**src/rtl/seq_mult_pkg.sv**
```systemverilog
// Shared definitions for the sequential shift-and-add multiplier.
// Latency: n/a (types, constants and constant functions only).
// Backpressure: n/a.
//
// Contents: FSM state encodings (as constants and as an enum view),
// the iteration counter width helper and the product width helper.
package seq_mult_pkg;

    localparam logic [0:0] ST_IDLE = 1'b0;
    localparam logic [0:0] ST_RUN  = 1'b1;

    // Enum view of the same encodings, handy for typed debug signals.
    typedef enum logic [0:0] {
        IDLE = ST_IDLE,
        RUN  = ST_RUN
    } state_e;

    // Counter must hold WIDTH itself, hence WIDTH+1 codes.
    function automatic int cnt_width(input int width);
        return $clog2(width + 1);
    endfunction

    function automatic int prod_width(input int width);
        return 2 * width;
    endfunction

endpackage

```
**src/rtl/seq_mult_ctrl.sv**
```systemverilog
// Sequencer for seq_mult: IDLE/RUN FSM, iteration counter, busy and done.
// Latency: start accepted at edge k, done high in the cycle after edge k+WIDTH.
// Backpressure: start is only honoured while busy=0; it is dropped otherwise.
//
// Ports:
//   clk, rst_n  rising-edge clock, asynchronous active-low reset
//   start       operation request
//   busy        high for the WIDTH cycles of an operation
//   done        registered one-cycle completion pulse
//   accept      combinational: start taken at this edge (datapath load)
//   last        combinational: this edge is the final iteration
module seq_mult_ctrl
    import seq_mult_pkg::*;
#(
    parameter int WIDTH = 6,
    parameter int CNT_W = cnt_width(WIDTH)
) (
    input  logic clk,
    input  logic rst_n,
    input  logic start,
    output logic busy,
    output logic done,
    output logic accept,
    output logic last
);

    logic [0:0]       state;
    logic [CNT_W-1:0] cnt;

    assign busy   = (state == ST_RUN);
    assign accept = start && !busy;
    assign last   = busy && (cnt == CNT_W'(1));

    always_ff @(posedge clk or negedge rst_n) begin
        if (!rst_n) begin
            state <= ST_IDLE;
            cnt   <= '0;
            done  <= 1'b0;
        end else begin
            done <= 1'b0;
            case (state)
                ST_IDLE: begin
                    if (start) begin
                        state <= ST_RUN;
                        cnt   <= CNT_W'(WIDTH);
                    end
                end
                ST_RUN: begin
                    cnt <= cnt - CNT_W'(1);
                    // Leaving on the 1->0 step; done lines up with the
                    // product register update in the datapath.
                    if (cnt == CNT_W'(1)) begin
                        state <= ST_IDLE;
                        done  <= 1'b1;
                    end
                end
                default: state <= ST_IDLE;
            endcase
        end
    end

endmodule

```
**src/rtl/seq_mult.sv**
```systemverilog
// Sequential shift-and-add multiplier, one operation in flight, result held.
// Latency: fixed WIDTH+1 cycles from accepted start to done (throughput 1/(WIDTH+1)).
// Backpressure: start while busy is ignored; no queueing, operands not re-sampled.
//
// Ports:
//   clk, rst_n  rising-edge clock, asynchronous active-low reset
//   start       request, sampled only while busy=0
//   a, b        WIDTH-bit operands, captured on accepted start
//   busy        operation running
//   done        one-cycle pulse when product is updated
//   product     2*WIDTH-bit last completed result
// Build option: define SEQ_MULT_SIGNED_EN for two's complement operands.
module seq_mult
    import seq_mult_pkg::*;
#(
    parameter int WIDTH = 6
) (
    input  logic               clk,
    input  logic               rst_n,
    input  logic               start,
    input  logic [WIDTH-1:0]   a,
    input  logic [WIDTH-1:0]   b,
    output logic               busy,
    output logic               done,
    output logic [2*WIDTH-1:0] product
);

    localparam int CNT_W = cnt_width(WIDTH);
    localparam int PW    = prod_width(WIDTH);

    logic             accept;
    logic             last;
    logic [PW-1:0]    a_reg;
    logic [PW-1:0]    acc;
    logic [PW-1:0]    acc_next;
    logic [PW-1:0]    result;
    logic [WIDTH-1:0] b_reg;
    logic [WIDTH-1:0] a_in;
    logic [WIDTH-1:0] b_in;

    seq_mult_ctrl #(
        .WIDTH (WIDTH),
        .CNT_W (CNT_W)
    ) u_ctrl (
        .clk    (clk),
        .rst_n  (rst_n),
        .start  (start),
        .busy   (busy),
        .done   (done),
        .accept (accept),
        .last   (last)
    );

    // Add is bounded by a*b < 2^PW, so truncation never loses bits.
    assign acc_next = b_reg[0] ? (acc + a_reg) : acc;

`ifdef SEQ_MULT_SIGNED_EN
    logic neg;

    // Magnitudes: -2^(WIDTH-1) negates to itself, which read unsigned
    // is exactly 2^(WIDTH-1), so no extra bit is needed.
    assign a_in   = a[WIDTH-1] ? -a : a;
    assign b_in   = b[WIDTH-1] ? -b : b;
    assign result = neg ? -acc_next : acc_next;

    always_ff @(posedge clk or negedge rst_n) begin
        if (!rst_n) begin
            neg <= 1'b0;
        end else if (accept) begin
            neg <= a[WIDTH-1] ^ b[WIDTH-1];
        end
    end
`else
    assign a_in   = a;
    assign b_in   = b;
    assign result = acc_next;
`endif

    always_ff @(posedge clk or negedge rst_n) begin
        if (!rst_n) begin
            a_reg   <= '0;
            b_reg   <= '0;
            acc     <= '0;
            product <= '0;
        end else if (accept) begin
            a_reg <= {{WIDTH{1'b0}}, a_in};
            b_reg <= b_in;
            acc   <= '0;
        end else if (busy) begin
            acc   <= acc_next;
            a_reg <= a_reg << 1;
            b_reg <= b_reg >> 1;
            // Final iteration's add is folded into the published result.
            if (last) begin
                product <= result;
            end
        end
    end

endmodule
```
**config.mk**
```make
export PLATFORM = sky130hd
export DESIGN_NAME = seq_mult
export DESIGN_NICKNAME = d
export VERILOG_FILES = /design/src/rtl/seq_mult_pkg.sv /design/src/rtl/seq_mult_ctrl.sv /design/src/rtl/seq_mult.sv
export SDC_FILE = /design/constraint.sdc
export NUM_CORES = 1
export LEC_CHECK = 0
export CORE_MARGIN = 2
export CORE_UTILIZATION = 48
export DETAILED_ROUTE_END_ITERATION = 7
export PLACE_DENSITY = 0.7
export SLEW_MARGIN = 20
export SYNTH_ARGS = -nofsm -noshare
export SYNTH_HDL_FRONTEND = slang
export SYNTH_SLANG_ARGS = --single-unit
```
**constraint.sdc**
```tcl
create_clock -name clk -period 2.65 [get_ports clk]
set_input_delay 0.265 -clock clk [delete_from_list [all_inputs] [get_ports clk]]
set_output_delay 0.265 -clock clk [all_outputs]
set_load 0.05 [all_outputs]
```
==> results.md, run 1 <==
- Post-Synthesis Cell Area: 2430 um^2
- Fillers: 409
- Unique masters post-synth: 34
- Clock-pin transition on the worst setup and hold timing paths: 0.08 ns
- # setup viols final: 0
- Die span in x: 75.1 um
- First-pass GRT wire length: 7890 um
- Routed WL: 4700 um
- Register area share after synthesis: 0.485
- Critical Path Max Stage Delay: 0.43 ns
- Worst Path Buf+Inv: 0
- Max-Cap Viols: 0
- DR pass1 iterations: 4
- Crit-path cells: ha_1, fa_1, a211o_1, a21oi_1, o21bai_1, a21oi_1, xnor2_1, mux2i_1, o21ai_0
- Final non-filler cell total: 336
- Vias in the first global route: 1630
- Area share of the largest cell type after synthesis: 0.485
- # resized after CTS: 0
- Synth area leader: dfrtp_1
- Floorplan core area: 4790 um^2
- Final min period: 2.38 ns
- Die Height: 75.1 um
- Area after DPL: 2790 um^2
- Clock share of power: 0.125
- Synth warnings: 0
- CTS tree: done
- Gr ovfl total: 0
- Mapped Cells: 240
- Vias: 1804
- Slew @ Worst Pin: 0.622 ns
- Worst min path class: in -> async
- Max VDD drop: 0.506 mV
- Avg Cell Area, Syn: 10.1 um^2
- Initial core utilization: 0.507
- Die ar.: 5640 um^2
- Startpoint type of the worst setup path: flop
- Initial antenna violation count: 0
- Port Buffers: 28
- Reg2Reg Setup Slack: 0.27 ns
- Post-route cell area: 2870 um^2
- Net Sw Frac: 0.438
- Postcts setup bufs: 0
- Clock buffer depth: 2
- Switching pwr: 0.00138 W
- Sequential share of power: 0.378
- Critical path endpoint category: flop
- Share of post-route cells with drive strength above 1: 0.0669
- Total power: 0.00316 W
- Max Freq: 0.420 GHz
- Critical-path top delay cell: fa_1
- Clock Skew: 0.00695 ns
- Largest delay share family, worst path: compound AO/OA/AOI/OAI gates
- DRC viols: 0
- Internal power: 0.00177 W
- Final nets: 299
- Area grow syn2layout: 18.2%
- Final Cycle Share: 0.899
- Power share of the combinational group: 0.498
- Gpl congestion: 0.831
- Root Driver: clkbuf_8
- Total CTS buffers: 5
- Placed insts: 329
- RSZ-0062 raised after global routing: no
- Seq cells post-synth: 47
- Worst EP arrival: 2.61 ns
- Setup CP Type: reg -> reg
- H-tree levels: 2
- Post-DP HPWL: 3430 um
- Fin. max-slew vios: 0
- Io pins: 29
- Routed wire per std cell: 14.0 um
- Slew HR: 0.584
- Vias per Instance: 5.37
- Clk sink count: 47
- Hold Fails Final Rpt: 0
- Final setup TNS: 0 ns
- Status: finished, final reports clean
- Highest Signal Layer: met4
- CTS Hold Bufs: 1
- DRT iter0 DRCs: 125
- Placement Rows: 25
- WL met2: 2180 um
- GRT Util Overall: 0.187
- Worst-skew pair later-pin latency: 0.30 ns
- Most numerous cell on the critical path: a21oi_1
- WP data required: 2.88 ns
- Leak pwr: 1.32 nW
- Largest net degree at the start of global routing: 26
- Post-Syn Nets: 269
- Synth top area cells: dfrtp_1 (48%), mux2i_1 (8.7%), o21ai_0 (7.2%)
- Ant diodes: 0
- Routed Antenna Nets: 0
- Worst-path maximum fanout: 3
- Power Density: 1100 nW/um^2
- Met3 wire len: 170 um
- M1 wire length: 2250 um
==> final cells by class <==
class,instances,area (um^2),share of cell area
timing repair buffer,35,330,0.115
inverter,8,30.0,0.0105
tap,67,83.8,0.0292
multi-input combinational,173,1170,0.410
clock buffer,6,72.6,0.0253
sequential,47,1180,0.410
==> power by group through the flow <==
stage	Clock, W	Sequential, W	Combinational (W)
global placement	0	0.00120	0.00154
detailed placement	0	0.00120	0.00157
finish	0.000394	0.00119	0.00157
floorplan	0	0.00141	0.000924
global route	0.000434	0.00123	0.00175
CTS	0.000407	0.00119	0.00158
==> per-stage QoR <==
stage	hold slack, ns	util	worst slack [ns]
2_1_floorplan	-0.0306	-	0.496
3_3_place_gp	0.268	0.582	0.344
3_5_place_dp	0.266	0.582	0.292
4_1_cts	0.473	0.599	0.255
5_1_grt	0.515	0.599	0.0421
6_report	0.457	0.599	0.268
==> Yosys cell counts, drive strengths merged <==
cell	count
xnor2	8
o21a	2
a22o	6
fa	1
dfrtp	47
clkbuf	9
nor4	1
a21o	3
a31oi	2
nand2	33
o2bb2ai	1
buf	3
or3	1
nand3	2
nor2	11
a32o	1
xor2	1
o21bai	2
ha	13
nor3	5
or2	1
nand4	2
a211o	1
mux2i	21
o21ai	36
a22oi	1
a21oi	12
a211oi	1
and3	1
o41ai	1
nand3b	3
inv	8
==> path summary, 6_finish.rpt <==
path                            depth (start not counted)              startpoint                 endpoint
worst min register to register                          2  product[1]$_DFFE_PN0P_   product[1]$_DFFE_PN0P_
worst max register to register                          9    a_reg[0]$_DFFE_PN0P_  product[10]$_DFFE_PN0P_
min in group clk                                        2  product[1]$_DFFE_PN0P_   product[1]$_DFFE_PN0P_
worst min-delay path                                    2                   rst_n    a_reg[11]$_DFFE_PN0P_
max in group asynchronous                               3                   rst_n       acc[2]$_DFFE_PN0P_
worst max-delay path                                    9    a_reg[0]$_DFFE_PN0P_  product[10]$_DFFE_PN0P_
==> logic make-up after synthesis <==
| group | share of synthesized area |
|---|---|
| XOR/XNOR | 0.0325 |
| AND/OR/NAND/NOR | 0.107 |
| flip-flops | 0.485 |
| buffers and inverters | 0.0309 |
| adder cells (fa/ha/maj) | 0.0753 |
| multiplexers | 0.0866 |
| AO/OA/AOI/OAI | 0.183 |
==> layout by cell type (no fill, tap or decap), drive strengths merged, types with 2 or more instances in the layout <==
master,count
a21o,3
a21oi,12
a22o,6
a31oi,2
buf,7
clkbuf,6
clkdlybuf4s50,27
dfrtp,47
ha,13
inv,8
mux2i,21
nand2,33
nand3,2
nand3b,3
nand4,2
nor2,11
nor3,5
o21a,2
o21ai,36
o21bai,2
xnor2,8
==> layer usage <==
metal  vias up  GRT usage
li1        903          -
met1       858      0.269
met2        33      0.276
met3        10     0.0375
met4         0     0.0813
met5         -          0
No activity file was read; power rests on OpenSTA's default activity.
==> run 2, diff against run 1 <==
Settings changed: CORE_MARGIN 2 to default.
==> run 2 against run 1 <==
  * Hold slack better by 0.0013 ns
  * Worst setup slack worse by 0.0055 ns
  * Final cell count is 0.60% higher
  * Flip-flop and latch count stayed put
  * Combinational power hardly changed
  * Clock power is 58% higher
  * Critical endpoint is now acc[8]$_DFFE_PN0P_
  * Sequential share of layout area is 0.89 points lower
  * Power is 7.0% higher
  * Non-clock buffer count stayed put
  * Clock skew is 0.0036 ns higher
  * Critical path type unchanged
  * Cell area is 2.2% higher
  * Largest cell class unchanged
  * Global-route usage is 1.0 points higher
==> results.md, run 2 (synthesized netlist as in run 1, its figures left out) <==
- CTS tree: done
- Worst Path Buf+Inv: 0 (unchanged)
- Max VDD drop: 0.680 mV (+34%)
- Power Density: 1150 nW/um^2 (+4.7%)
- DRC viols: 0 (unchanged)
- Largest delay share family, worst path: compound AO/OA/AOI/OAI gates
- Critical-path top delay cell: fa_1
- Die span in x: 73.1 um (-2.7%)
- Final WS setup: 0.262 ns (-0.00547 ns)
- Hold Fails Final Rpt: 0 (unchanged)
- Floorplan core area: 4790 um^2 (unchanged)
- Worst EP arrival: 2.56 ns (-0.05 ns)
- Routed Antenna Nets: 0 (unchanged)
- Final nets: 299 (unchanged)
- CTS Hold Bufs: 1 (unchanged)
- Crit-path cells: ha_1, fa_1, a211o_1, a21oi_1, o21ai_0, a21oi_1, xnor2_1, mux2i_1, o21ai_0
- Final Cycle Share: 0.901 (+0.00206)
- GRT Util Overall: 0.198 (+0.0103)
- Clock Skew: 0.0106 ns (+0.00363 ns)
- Post-DP HPWL: 3440 um (+0.40%)
- Final setup TNS: 0 ns (unchanged)
- Fin. max-slew vios: 0 (unchanged)
- Vias: 1775 (-1.6%)
- Share of post-route cells with drive strength above 1: 0.0775 (+0.0106)
- H-tree levels: 2 (unchanged)
- Clk sink count: 47 (unchanged)
- First-pass GRT wire length: 7910 um (+0.36%)
- Vias per Instance: 5.25 (-2.2%)
- Reg2Reg Setup Slack: 0.26 ns (about the same)
- Dpl ws: 0.302 ns (+0.0104 ns)
- Finished Core Util: 0.613 (+0.0133)
- Clock buffer depth: 2 (unchanged)
- Initial antenna violation count: 0 (unchanged)
- DR pass1 iterations: 6 (+2)
- Vias in the first global route: 1699 (+4.2%)
- Port Buffers: 28 (unchanged)
- Root Driver: clkbuf_8
- Leak pwr: 1.35 nW (+2.1%)
- Routed WL: 4670 um (-0.55%)
- Final min period: 2.39 ns (+0.00547 ns)
- Max Freq: 0.419 GHz (-0.23%)
- Slew @ Worst Pin: 0.714 ns (+0.0923 ns)
- Final non-filler cell total: 338 (+0.60%)
- Status: finished, final reports clean
- Area grow syn2layout: 20.8%
- Die Height: 73.1 um (-2.7%)
- Ant diodes: 0 (unchanged)
- Critical path endpoint category: flop
- Io pins: 29 (unchanged)
- Worst-skew pair later-pin latency: 0.31 ns (about the same)
- Gpl congestion: 0.826 (-0.60%)
- Clock-pin transition on the worst setup and hold timing paths: 0.09 ns (about the same)
- Postcts setup bufs: 0 (unchanged)
- Placed insts: 329 (unchanged)
- Met1 Use GR: 0.264 (-0.00462)
- Commonest cells after routing, fill and taps aside: dfrtp_1 (47), o21ai_0 (35), nand2_1 (33), clkdlybuf4s50_1 (27), mux2i_1 (21)
- Initial core utilization: 0.507 (unchanged)
- RSZ-0062 raised after global routing: no
- Startpoint type of the worst setup path: flop
- # resized after CTS: 0 (unchanged)
- Most common cell after layout, fill and taps aside: dfrtp_1
- Slew HR: 0.522 (-0.0618)
- Busiest grt layer: met2
- Placement Rows: 25 (unchanged)
- Post-route cell area: 2930 um^2 (+2.2%)
- Max-Cap Viols: 0 (unchanged)
- Worst min path class: in -> async
- Gr ovfl total: 0 (unchanged)
- M2 GR Usage: 0.310 (+0.0338)
- WP data required: 2.82 ns (-0.06 ns)
- Critical Path Max Stage Delay: 0.43 ns (about the same)
- DRT iter0 DRCs: 108 (-14%)
- Worst-path maximum fanout: 3 (unchanged)
- Die ar.: 5340 um^2 (-5.3%)
- Total CTS buffers: 5 (unchanged)
- Area after DPL: 2790 um^2 (unchanged)
- Setup CP Type: reg -> reg
- # setup viols final: 0 (unchanged)
- Routed wire per std cell: 13.8 um (-1.1%)
- GR met3 Demand/Resource: 0.0387 (+0.00119)
- Largest net degree at the start of global routing: 26 (unchanged)
[run 2: cell types whose count changed in the layout (fill, tap and decap cells not counted)]
cell and delta:
bufinv_16 +2, clkbuf_1 -1, clkinvlp_4 +1
[run 2: routing by layer]
metal  part of all wire  wire (um)
met1               0.48       2260
met2               0.46       2140
met3              0.036        166
met4              0.023        108
met5                  0          0
[run 2: metrics by stage]
step | total power, W | hold slack [ns]
after CTS | 0.00340 | 0.486
after global routing | 0.00362 | 0.517
after global placement | 0.00274 | 0.276
final | 0.00338 | 0.459
after floorplan | 0.00233 | -0.0306
after detailed placement | 0.00278 | 0.277
[run 2: power breakdown]
part / total, W / internal [W] / switching (W)
registers: 0.00119 / 0.000977 / 0.000211
clock network: 0.000621 / 0.000376 / 0.000245
logic: 0.00157 / 0.000620 / 0.000947
total: 0.00338 / 0.00197 / 0.00140
[run 2: path summary, 6_finish.rpt]
| kind | start | end | depth (start not counted) |
|---|---|---|---|
| hold / removal | rst_n | acc[11]$_DFFE_PN0P_ | 2 |
| max in group asynchronous | rst_n | acc[6]$_DFFE_PN0P_ | 3 |
| min in group clk | product[1]$_DFFE_PN0P_ | product[1]$_DFFE_PN0P_ | 2 |
| setup reg to reg | a_reg[0]$_DFFE_PN0P_ | acc[8]$_DFFE_PN0P_ | 9 |
| setup / recovery | a_reg[0]$_DFFE_PN0P_ | acc[8]$_DFFE_PN0P_ | 9 |
| hold reg to reg | product[1]$_DFFE_PN0P_ | product[1]$_DFFE_PN0P_ | 2 |
[run 2: worst register-to-register path, cell delays in order (launching register included)]
cell and delay [ns]:
dfrtp_1 0.41, ha_1 0.23, fa_1 0.43, a211o_1 0.30, a21oi_1 0.25, o21ai_0 0.12, a21oi_1 0.18, xnor2_1 0.08
mux2i_1 0.17, o21ai_0 0.09
[run 2: cell type report]
type                            instances  area (um^2)
Timing Repair Buffer                   35          330
Fill cell                             412         1850
Tap cell                               67         83.8
Inverter                                8         30.0
Clock buffer                            5         68.8
Clock inverter                          3         67.6
Multi-Input combinational cell        173         1170
Sequential cell                        47         1180
==> run 3, diff against run 2 <==
Settings changed: PLACE_DENSITY 0.7 to 0.73, TNS_END_PERCENT from default to 50.
Clock period 2.65 ns to 2.1 ns, I/O delays scaled along.
==> run 3 against run 2 <==
  * The flow now finishes with violations (negative setup slack)
  * Clock power shrank 16%
  * Clock skew down 0.0061 ns
  * Final cell count up 4.1%
  * Non-clock buffer count up 14
  * Core utilization up 2.3 points
  * Sequential power increased by 24%
  * Combinational power grew 42%
  * Maximum frequency up 9.6%
  * Largest cell class is now multi-input combinational cells
==> results.md, run 3 (synthesized netlist as in run 1, its figures left out) <==
- FF-to-FF path depth: 9 (unchanged)
- Vias in the first global route: 1757 (+3.4%)
- Final nets: 313 (+4.7%)
- Max Freq: 0.459 GHz (+9.6%)
- RSZ-0062 raised after global routing: yes
- Worst EP arrival: 2.36 ns (-0.20 ns)
- Status: finished with violations
- Share of post-route cells with drive strength above 1: 0.147 (+0.0699)
- Slew HR: 0.614 (+0.0922)
- Most common cell after layout, fill and taps aside: dfrtp_1
- Final Cycle Share: 1.04 (+0.136)
- Fillers: 379 (-8.0%)
- Largest delay share family, worst path: compound AO/OA/AOI/OAI gates
- Area after DPL: 2900 um^2 (+4.3%)
- Leak pwr: 1.42 nW (+4.9%)
- First-pass GRT wire length: 8160 um (+3.1%)
- Clock Skew: 0.00447 ns (-0.00611 ns)
- DR pass1 iterations: 4 (-2)
- CTS tree: done
- Post-route cell area: 3040 um^2 (+3.7%)
- Finished Core Util: 0.635 (+0.0227)
- Io pins: 29 (unchanged)
- Final min period: 2.18 ns (-0.210 ns)
- DRC viols: 0 (unchanged)
- Gpl congestion: 0.845 (+2.3%)
- Root Driver: clkbuf_8
- Slew @ Worst Pin: 0.579 ns (-0.136 ns)
- Die span in x: 73.1 um (unchanged)
- Worst Path Buf+Inv: 0 (unchanged)
- Total power: 0.00422 W (+25%)
- Initial antenna violation count: 0 (unchanged)
- GRT Util Overall: 0.205 (+0.00700)
- Critical-path top delay cell: dfrtp_1
- Max-Cap Viols: 0 (unchanged)
- Placement Rows: 25 (unchanged)
- Crit path depth: 9 (unchanged)
- Routed WL: 4830 um (+3.3%)
- WP data required: 2.28 ns (-0.54 ns)
- Critical Path Max Stage Delay: 0.39 ns (-0.04 ns)
- Total CTS buffers: 5 (unchanged)
- Initial core utilization: 0.507 (unchanged)
- Routed wire per std cell: 13.7 um (-0.77%)
- Commonest cells after routing, fill and taps aside: dfrtp_1 (46), nand2_1 (33), o21ai_0 (30), clkdlybuf4s50_1 (26), mux2i_1 (21)
- Final WS setup: -0.0776 ns (-0.340 ns)
- Register area: 1180 um^2 (+0.11%)
- Startpoint type of the worst setup path: flop
- CP Capture Point: acc[8]$_DFFE_PN0P_
- # setup viols final: 6 (+6)
- Vias: 1875 (+5.6%)
- Hold Fails Final Rpt: 0 (unchanged)
- Clock buffer depth: 2 (unchanged)
- Worst min path class: in -> async
- Worst Setup SP: acc[0]$_DFFE_PN0P_
- Origin of the critical flop-to-flop path: acc[0]$_DFFE_PN0P_
- Die ar.: 5340 um^2 (unchanged)
- Worst-path maximum fanout: 3 (unchanged)
- Post-DP HPWL: 3540 um (+2.9%)
- Dpl ws: -0.0930 ns (-0.395 ns)
- Die Height: 73.1 um (unchanged)
- Gr ovfl total: 0 (unchanged)
- Most numerous cell on the critical path: o21ai_1
- Area grow syn2layout: 25.3%
- Vias per Instance: 5.33 (+1.4%)
- Reg2Reg Setup Slack: -0.08 ns (-0.34 ns)
- Floorplan core area: 4790 um^2 (unchanged)
- Worst-skew pair later-pin latency: 0.30 ns (about the same)
- Setup CP Type: reg -> reg
- Port Buffers: 28 (unchanged)
- Clk sink count: 47 (unchanged)
- Fin. max-slew vios: 0 (unchanged)
- Max VDD drop: 0.900 mV (+32%)
- DRT iter0 DRCs: 87 (-19%)
- Failing checks: negative setup slack
- Critical path endpoint category: flop
- Worst R2R End: acc[8]$_DFFE_PN0P_
- H-tree levels: 2 (unchanged)
- Largest net degree at the start of global routing: 26 (unchanged)
- Ant diodes: 0 (unchanged)
- Power Density: 1390 nW/um^2 (+21%)
- Area of the multi-input gates: 1210 um^2 (+3.0%)
- Crit-path cells: ha_2, fa_2, a211o_1, a21oi_2, o21ai_1, a21oi_1, xnor2_1, mux2i_1, o21ai_1
- Clock-pin transition on the worst setup and hold timing paths: 0.08 ns (about the same)
- Routed Antenna Nets: 0 (unchanged)
-- run 3: cell type report --
type	count	area share
multi-input combinational	173	0.398
tap	67	0.0276
sequential	47	0.387
clock inverter	1	0.00165
clock buffer	7	0.0251
inverter	8	0.00988
timing repair buffer	49	0.151
-- run 3: where the power goes --
group	switching (W)	internal, W
Sequential	0.000236	0.00123
Combinational	0.00130	0.000929
Clock	0.000288	0.000234
-- run 3: repair_timing --
item,in CTS,in global routing
resized for setup,5,7
setup buffers,1,1
endpoints found under the hold margin,24,0
pin swaps,5,8
hold buffers,1,0
endpoints found under the setup margin,5,10
cloned,0,0
-- run 3: metal layers --
layer / routed length (um) / track usage
met4: 55 / 0.0697
met3: 105 / 0.0428
met5: 0 / 0
met1: 2260 / 0.262
met2: 2410 / 0.344
-- run 3: through the flow --
| stage | instances | setup TNS (ns) | hold WS (ns) |
|---|---|---|---|
| 4_1_cts | 351 | -0.549 | 0.461 |
| 6_report | 352 | -0.274 | 0.437 |
| 3_5_place_dp | 341 | -0.282 | 0.241 |
| 5_1_grt | 352 | -0.929 | 0.495 |
| 3_3_place_gp | 341 | -0.0738 | 0.241 |
| 2_1_floorplan | 240 | 0 | -0.0856 |
-- run 3: worst min path at each step --
stage / slack (ns) / to / start
finish: 0.44 / a_reg[11]$_DFFE_PN0P_ / rst_n
global route: 0.50 / a_reg[11]$_DFFE_PN0P_ / rst_n
CTS: 0.46 / a_reg[11]$_DFFE_PN0P_ / rst_n
detailed placement: 0.24 / a_reg[11]$_DFFE_PN0P_ / rst_n
global placement: 0.24 / a_reg[10]$_DFFE_PN0P_ / rst_n
floorplan: -0.09 / a_reg[0]$_DFFE_PN0P_ / rst_n
